--- config.mk ---
export PLATFORM = sky130hd
export DESIGN_NAME = fifo_rd_stream
export DESIGN_NICKNAME = d
export VERILOG_FILES = /design/src/rtl/fifo_pkg.sv /design/src/rtl/fifo_rd_skid.sv /design/src/rtl/fifo_rd_stream.sv
export SDC_FILE = /design/constraint.sdc
export NUM_CORES = 1
export LEC_CHECK = 0
export CORE_MARGIN = 2
export CORE_UTILIZATION = 40
export CTS_CLUSTER_DIAMETER = 100
export DETAILED_ROUTE_END_ITERATION = 6
export GPL_TIMING_DRIVEN = 0
export PLACE_DENSITY_LB_ADDON = 0.08
export REMOVE_ABC_BUFFERS = 1
export SYNTH_ARGS = -nofsm -noshare
export SYNTH_HDL_FRONTEND = slang
export SYNTH_SLANG_ARGS = --single-unit
export TNS_END_PERCENT = 30
--- constraint.sdc ---
create_clock -name rclk -period 2.5 [get_ports rclk]
set_clock_uncertainty 0.1 [all_clocks]
set_input_delay 0.5 -clock rclk [delete_from_list [all_inputs] [get_ports rclk]]
set_output_delay 0.5 -clock rclk [all_outputs]
set_load 0.02 [all_outputs]
--- src/rtl/fifo_pkg.sv ---
// Shared types and constants for the FIFO read-side stream engine.
// Occupancy type, skid depth, FIFO read latency, stall counter width.
package fifo_pkg;

  typedef logic [1:0] occ_t;

  localparam int SKID_DEPTH = 2;
  localparam int RD_LAT     = 1;
  localparam int STALL_W    = 16;

endpackage

--- src/rtl/fifo_rd_skid.sv ---
// Two-entry FIFO-ordered skid buffer carrying data plus a last tag.
// Ports: clk, rst_n, push/push_data/push_last, pop -> occ, head_data, head_last.
module fifo_rd_skid
  import fifo_pkg::*;
#(
  parameter int DSIZE = 8
) (
  input  logic             clk,
  input  logic             rst_n,
  input  logic             push,
  input  logic [DSIZE-1:0] push_data,
  input  logic             push_last,
  input  logic             pop,
  output occ_t             occ,
  output logic [DSIZE-1:0] head_data,
  output logic             head_last
);

  logic [DSIZE-1:0] tail_data;
  logic             tail_last;

  always_ff @(posedge clk or negedge rst_n) begin
    if (!rst_n) begin
      occ       <= '0;
      head_data <= '0;
      head_last <= 1'b0;
      tail_data <= '0;
      tail_last <= 1'b0;
    end else begin
      unique case (1'b1)
        push && !pop: begin
          if (occ == 2'd0) begin
            head_data <= push_data;
            head_last <= push_last;
          end else begin
            tail_data <= push_data;
            tail_last <= push_last;
          end
          occ <= occ + 2'd1;
        end
        pop && !push: begin
          head_data <= tail_data;
          head_last <= tail_last;
          occ       <= occ - 2'd1;
        end
        push && pop: begin
          // Head leaves, new word lands where the FIFO order puts it
          if (occ == 2'd1) begin
            head_data <= push_data;
            head_last <= push_last;
          end else begin
            head_data <= tail_data;
            head_last <= tail_last;
            tail_data <= push_data;
            tail_last <= push_last;
          end
        end
        default: ;
      endcase
    end
  end

endmodule

--- src/rtl/fifo_rd_stream.sv ---
// FIFO read-side engine: issues rinc, streams words out valid/ready with
// packet framing (m_last) and a word count. Optional FIFO_RD_STREAM_STALL_CNT_EN adds stall_cnt.
module fifo_rd_stream
  import fifo_pkg::*;
#(
  parameter int DSIZE   = 8,
  parameter int PKT_LEN = 16,
  parameter int CNT_W   = 16
) (
  input  logic             rclk,
  input  logic             rrst_n,
  input  logic             en,
  input  logic             rempty,
  input  logic [DSIZE-1:0] rdata,
  output logic             rinc,
  output logic             m_valid,
  input  logic             m_ready,
  output logic [DSIZE-1:0] m_data,
  output logic             m_last,
  output logic [CNT_W-1:0] rd_count
`ifdef FIFO_RD_STREAM_STALL_CNT_EN
  ,
  output logic [STALL_W-1:0] stall_cnt
`endif
);

  localparam int IW = (PKT_LEN > 1) ? $clog2(PKT_LEN) : 1;
  localparam logic [IW-1:0] LAST_IDX = IW'(PKT_LEN - 1);

  occ_t          occ;
  logic          inflight;
  logic [IW-1:0] tag_idx;
  logic          head_last;
  logic          pop;
  logic          room;

  assign pop     = m_valid && m_ready;
  assign m_valid = (occ != 2'd0);
  assign m_last  = m_valid && head_last;

  // Reserve a slot for every word already requested
  assign room = ({1'b0, occ} + {2'b00, inflight}) < 3'(SKID_DEPTH);
  assign rinc = rrst_n && en && !rempty && (room || pop);

  // Packet position is tagged at capture, so the head carries its own last bit
  always_ff @(posedge rclk or negedge rrst_n) begin
    if (!rrst_n) begin
      inflight <= 1'b0;
      tag_idx  <= '0;
      rd_count <= '0;
    end else begin
      inflight <= rinc;
      if (inflight) begin
        tag_idx <= (tag_idx == LAST_IDX) ? '0 : tag_idx + IW'(1);
      end
      if (pop) begin
        rd_count <= rd_count + CNT_W'(1);
      end
    end
  end

  fifo_rd_skid #(
    .DSIZE(DSIZE)
  ) u_skid (
    .clk      (rclk),
    .rst_n    (rrst_n),
    .push     (inflight),
    .push_data(rdata),
    .push_last(tag_idx == LAST_IDX),
    .pop      (pop),
    .occ      (occ),
    .head_data(m_data),
    .head_last(head_last)
  );

`ifdef FIFO_RD_STREAM_STALL_CNT_EN
  always_ff @(posedge rclk or negedge rrst_n) begin
    if (!rrst_n) begin
      stall_cnt <= '0;
    end else if (m_ready && !m_valid && en && rempty
                 && stall_cnt != '1) begin
      stall_cnt <= stall_cnt + STALL_W'(1);
    end
  end
`endif

endmodule
==> impl_metrics.json <==
{
  "outcome": "completed",
  "crit_fanout": 6,
  "grt_max_degree": 32,
  "mostFrequentLayoutCells": "dfrtp_1 (40), clkdlybuf4s50_1 (36), nand2_1 (29)",
  "slew_violations": 0,
  "cts_tree": "yes",
  "cts_max_path_buffers": 2,
  "hold_ws_ns": 0.0734,
  "grt_pass1_vias": 1299,
  "die-area_sq_mm": 0.00530,
  "fin_crit_ns": 2.43,
  "synth_compound_area_frac": 0.0489,
  "htreeDepth": 2,
  "syn_to_final_growth_pct": 29.5,
  "rows": 25,
  "yosysSeqAreaShare": 0.542,
  "layout-drive-gt1-share": 0.127,
  "final_nets": 231,
  "viasPerCell": 5.05,
  "cp.arrival_ns": 1.83,
  "reg2regPathDepth": 6,
  "layout_commonest_cell": "dfrtp_1",
  "synth_cell_types": 25,
  "crit_required_ns": 1.90,
  "worst_setup_path_start_kind": "register",
  "p_leak_nw": 1.09,
  "synthXorXnorAreaFrac": 0.0786,
  "synthesis.area_sq_mm": 0.00189,
  "seq_power_share": 0.431,
  "diodes": 0,
  "internal_power_mw": 1.61,
  "hpwl_um": 2620,
  "postCtsSetupRepairBufs": 0,
  "r2r-end": "rd_count[15]$_DFFE_PN0P_",
  "io_buffers": 39,
  "wl_um": 3580,
  "seq_area_sq_mm": 0.00103,
  "worstMarginPinSlew_ns": 0.720,
  "cts_buffers": 5,
  "synthSimpleGateAreaFrac": 0.159,
  "pwr-share-comb": 0.399,
  "rrSetupSlack_ns": 0.31,
  "synth_top_family_by_area": "simple AND/OR/NAND/NOR gates",
  "setup_tns_ns": 0,
  "synthAdderAreaFrac": 0.0396,
  "finalCritPeriodShare": 0.974,
  "firstDrtPassIters": 5,
  "wl_per_cell_um": 13.4,
  "synth.area.top_cells": "dfrtp_1 (54%), mux2_2 (6.5%), nand2_1 (5.7%)",
  "drtIter0Drc": 30,
  "p_sw_frac": 0.358,
  "grt_pass1_wl_um": 6070,
  "num_vias": 1342,
  "crit_type": "register to output pin",
  "synthCells": 168,
  "final_antenna_net_count": 0,
  "irDropWorstVdd_mv": 0.448,
  "gp_congestion": 0.726,
  "dieWidth_um": 72.8,
  "clkPwrFrac": 0.170,
  "clockRootBuffer": "clkbuf_8",
  "max_clock_freq_mhz": 411,
  "setup_violations": 0,
  "grt_antenna_before_repair": 0,
  "n_fill_cell": 420,
  "coreArea_sq_mm": 0.00463,
  "r2r-start": "u_skid.occ[1]$_DFFE_PN0P_",
  "synth.top_cell.area_share": 0.542,
  "min-delay-path-class": "input port to async pin",
  "powerDensity_mw_per_mm2": 1020,
  "rsz0062_at_grt": "false",
  "die_y_um": 72.8,
  "grt.total_usage": 0.148,
  "multi_input_area_sq_um": 842,
  "cap_viol_max_count": 0,
  "start_util": 0.409,
  "clock-sinks": 41,
  "clkTransAtPathRegs_ns": 0.08,
  "synth.area.mux_share": 0.113,
  "pin_count": 40,
  "slew_headroom": 0.520,
  "worst_setup_path_end_kind": "output pin",
  "yosys.area.top_type": "dfrtp_1",
  "yosys_register_bits": 41,
  "grt_overflow": 0,
  "hold_violations": 0,
  "p_switching_mw": 0.898,
  "drcViolationCount": 0,
  "ys_warn_count": 0,
  "avgSynthCellArea_sq_um": 11.3,
  "clk-insertion-delay-late_ns": 0.29
}
## metal layers
layer	share of wire	wire, um	vias up	GRT usage
li1	-	-	659	-
met1	0.42	1500	644	0.184
met2	0.52	1860	35	0.246
met3	0.050	180	4	0.0456
met4	0.0092	33	0	0.0473
met5	0	0	-	0
## synth_stat cells
cell	number
nor2_1	7
buf_6	1
mux2i_1	9
clkbuf_1	3
dfrtp_1	41
nand3b_1	1
ha_1	6
nand2b_4	1
nor3_1	3
o311ai_0	1
nor4_4	1
or4_4	1
a21oi_1	3
xor2_1	6
nand4_1	4
mux2_2	11
o32ai_1	1
and4_1	1
and3_1	3
inv_1	4
nand3_1	5
xnor2_1	11
o21ai_0	12
nand2_1	29
nor2b_1	3
## cell type report
| class | count | share of cell area |
|---|---|---|
| timing repair buffer | 41 | 0.169 |
| inverter | 4 | 0.00612 |
| multi-input combinational | 119 | 0.343 |
| sequential | 41 | 0.419 |
| clock buffer | 7 | 0.0352 |
| tap | 54 | 0.0275 |
## what timing repair did
item                       4_1_cts  5_1_grt
pin swaps                        0        0
hold endpoints to repair        11        0
gates cloned                     0        0
setup endpoints to repair        1       11
resized for setup                6        3
hold buffers                     1        0
## cell families after synthesis
kind of cell / Yosys count
AND/OR/NAND/NOR: 59
AO/OA/AOI/OAI: 17
XOR/XNOR: 17
adder cells (fa/ha/maj): 6
flip-flops: 41
multiplexers: 20
buffers and inverters: 8
## worst max-delay path by stage
stage | startpoint | end | slack, ns | cells past startpoint
floorplan | u_skid.occ[0]$_DFFE_PN0P_ | rinc | 0.40 | 5
global placement | rrst_n | rinc | -1.40 | 4
detailed placement | m_ready | rinc | -0.55 | 5
CTS | u_skid.occ[0]$_DFFE_PN0P_ | rinc | 0.02 | 6
global route | u_skid.occ[0]$_DFFE_PN0P_ | m_last | 0.02 | 4
finish | u_skid.occ[1]$_DFFE_PN0P_ | m_last | 0.07 | 4
## critical path, cell delays in order, from the launching register on
cell and delay [ns]:
dfrtp_1 0.38, inv_1 0.11, ha_1 0.28, nor2b_1 0.15, clkdlybuf4s50_1 0.62
## state kept, by name, summed over array words and instances, names as in the netlist
name and flops:
rd_count 16, u_skid.head_data 8, u_skid.tail_data 8, tag_idx 4, u_skid.occ 2, inflight 1
u_skid.head_last 1, u_skid.tail_last 1
## per-stage QoR
stage | area (sq um) | power [mW] | cells | util | setup WS [ns]
6_report | 2450 | 2.51 | 266 | 0.530 | 0.0652
5_1_grt | 2450 | 2.69 | 266 | 0.530 | 0.0166
4_1_cts | 2440 | 2.54 | 266 | 0.528 | 0.0249
3_5_place_dp | 2340 | 2.10 | 258 | 0.506 | -0.549
3_3_place_gp | 2330 | 2.05 | 257 | 0.503 | -1.40
2_1_floorplan | 1870 | 1.67 | 164 | - | 0.398
## power by group through the flow
stage	sequential, mW	clock, mW	combinational [mW]
final	1.08	0.426	1.00
after global routing	1.12	0.468	1.10
after CTS	1.08	0.448	1.01
after detailed placement	1.09	0	1.01
after global placement	1.08	0	0.970
after floorplan	1.19	0	0.478
(Power assumes the default switching activity.)
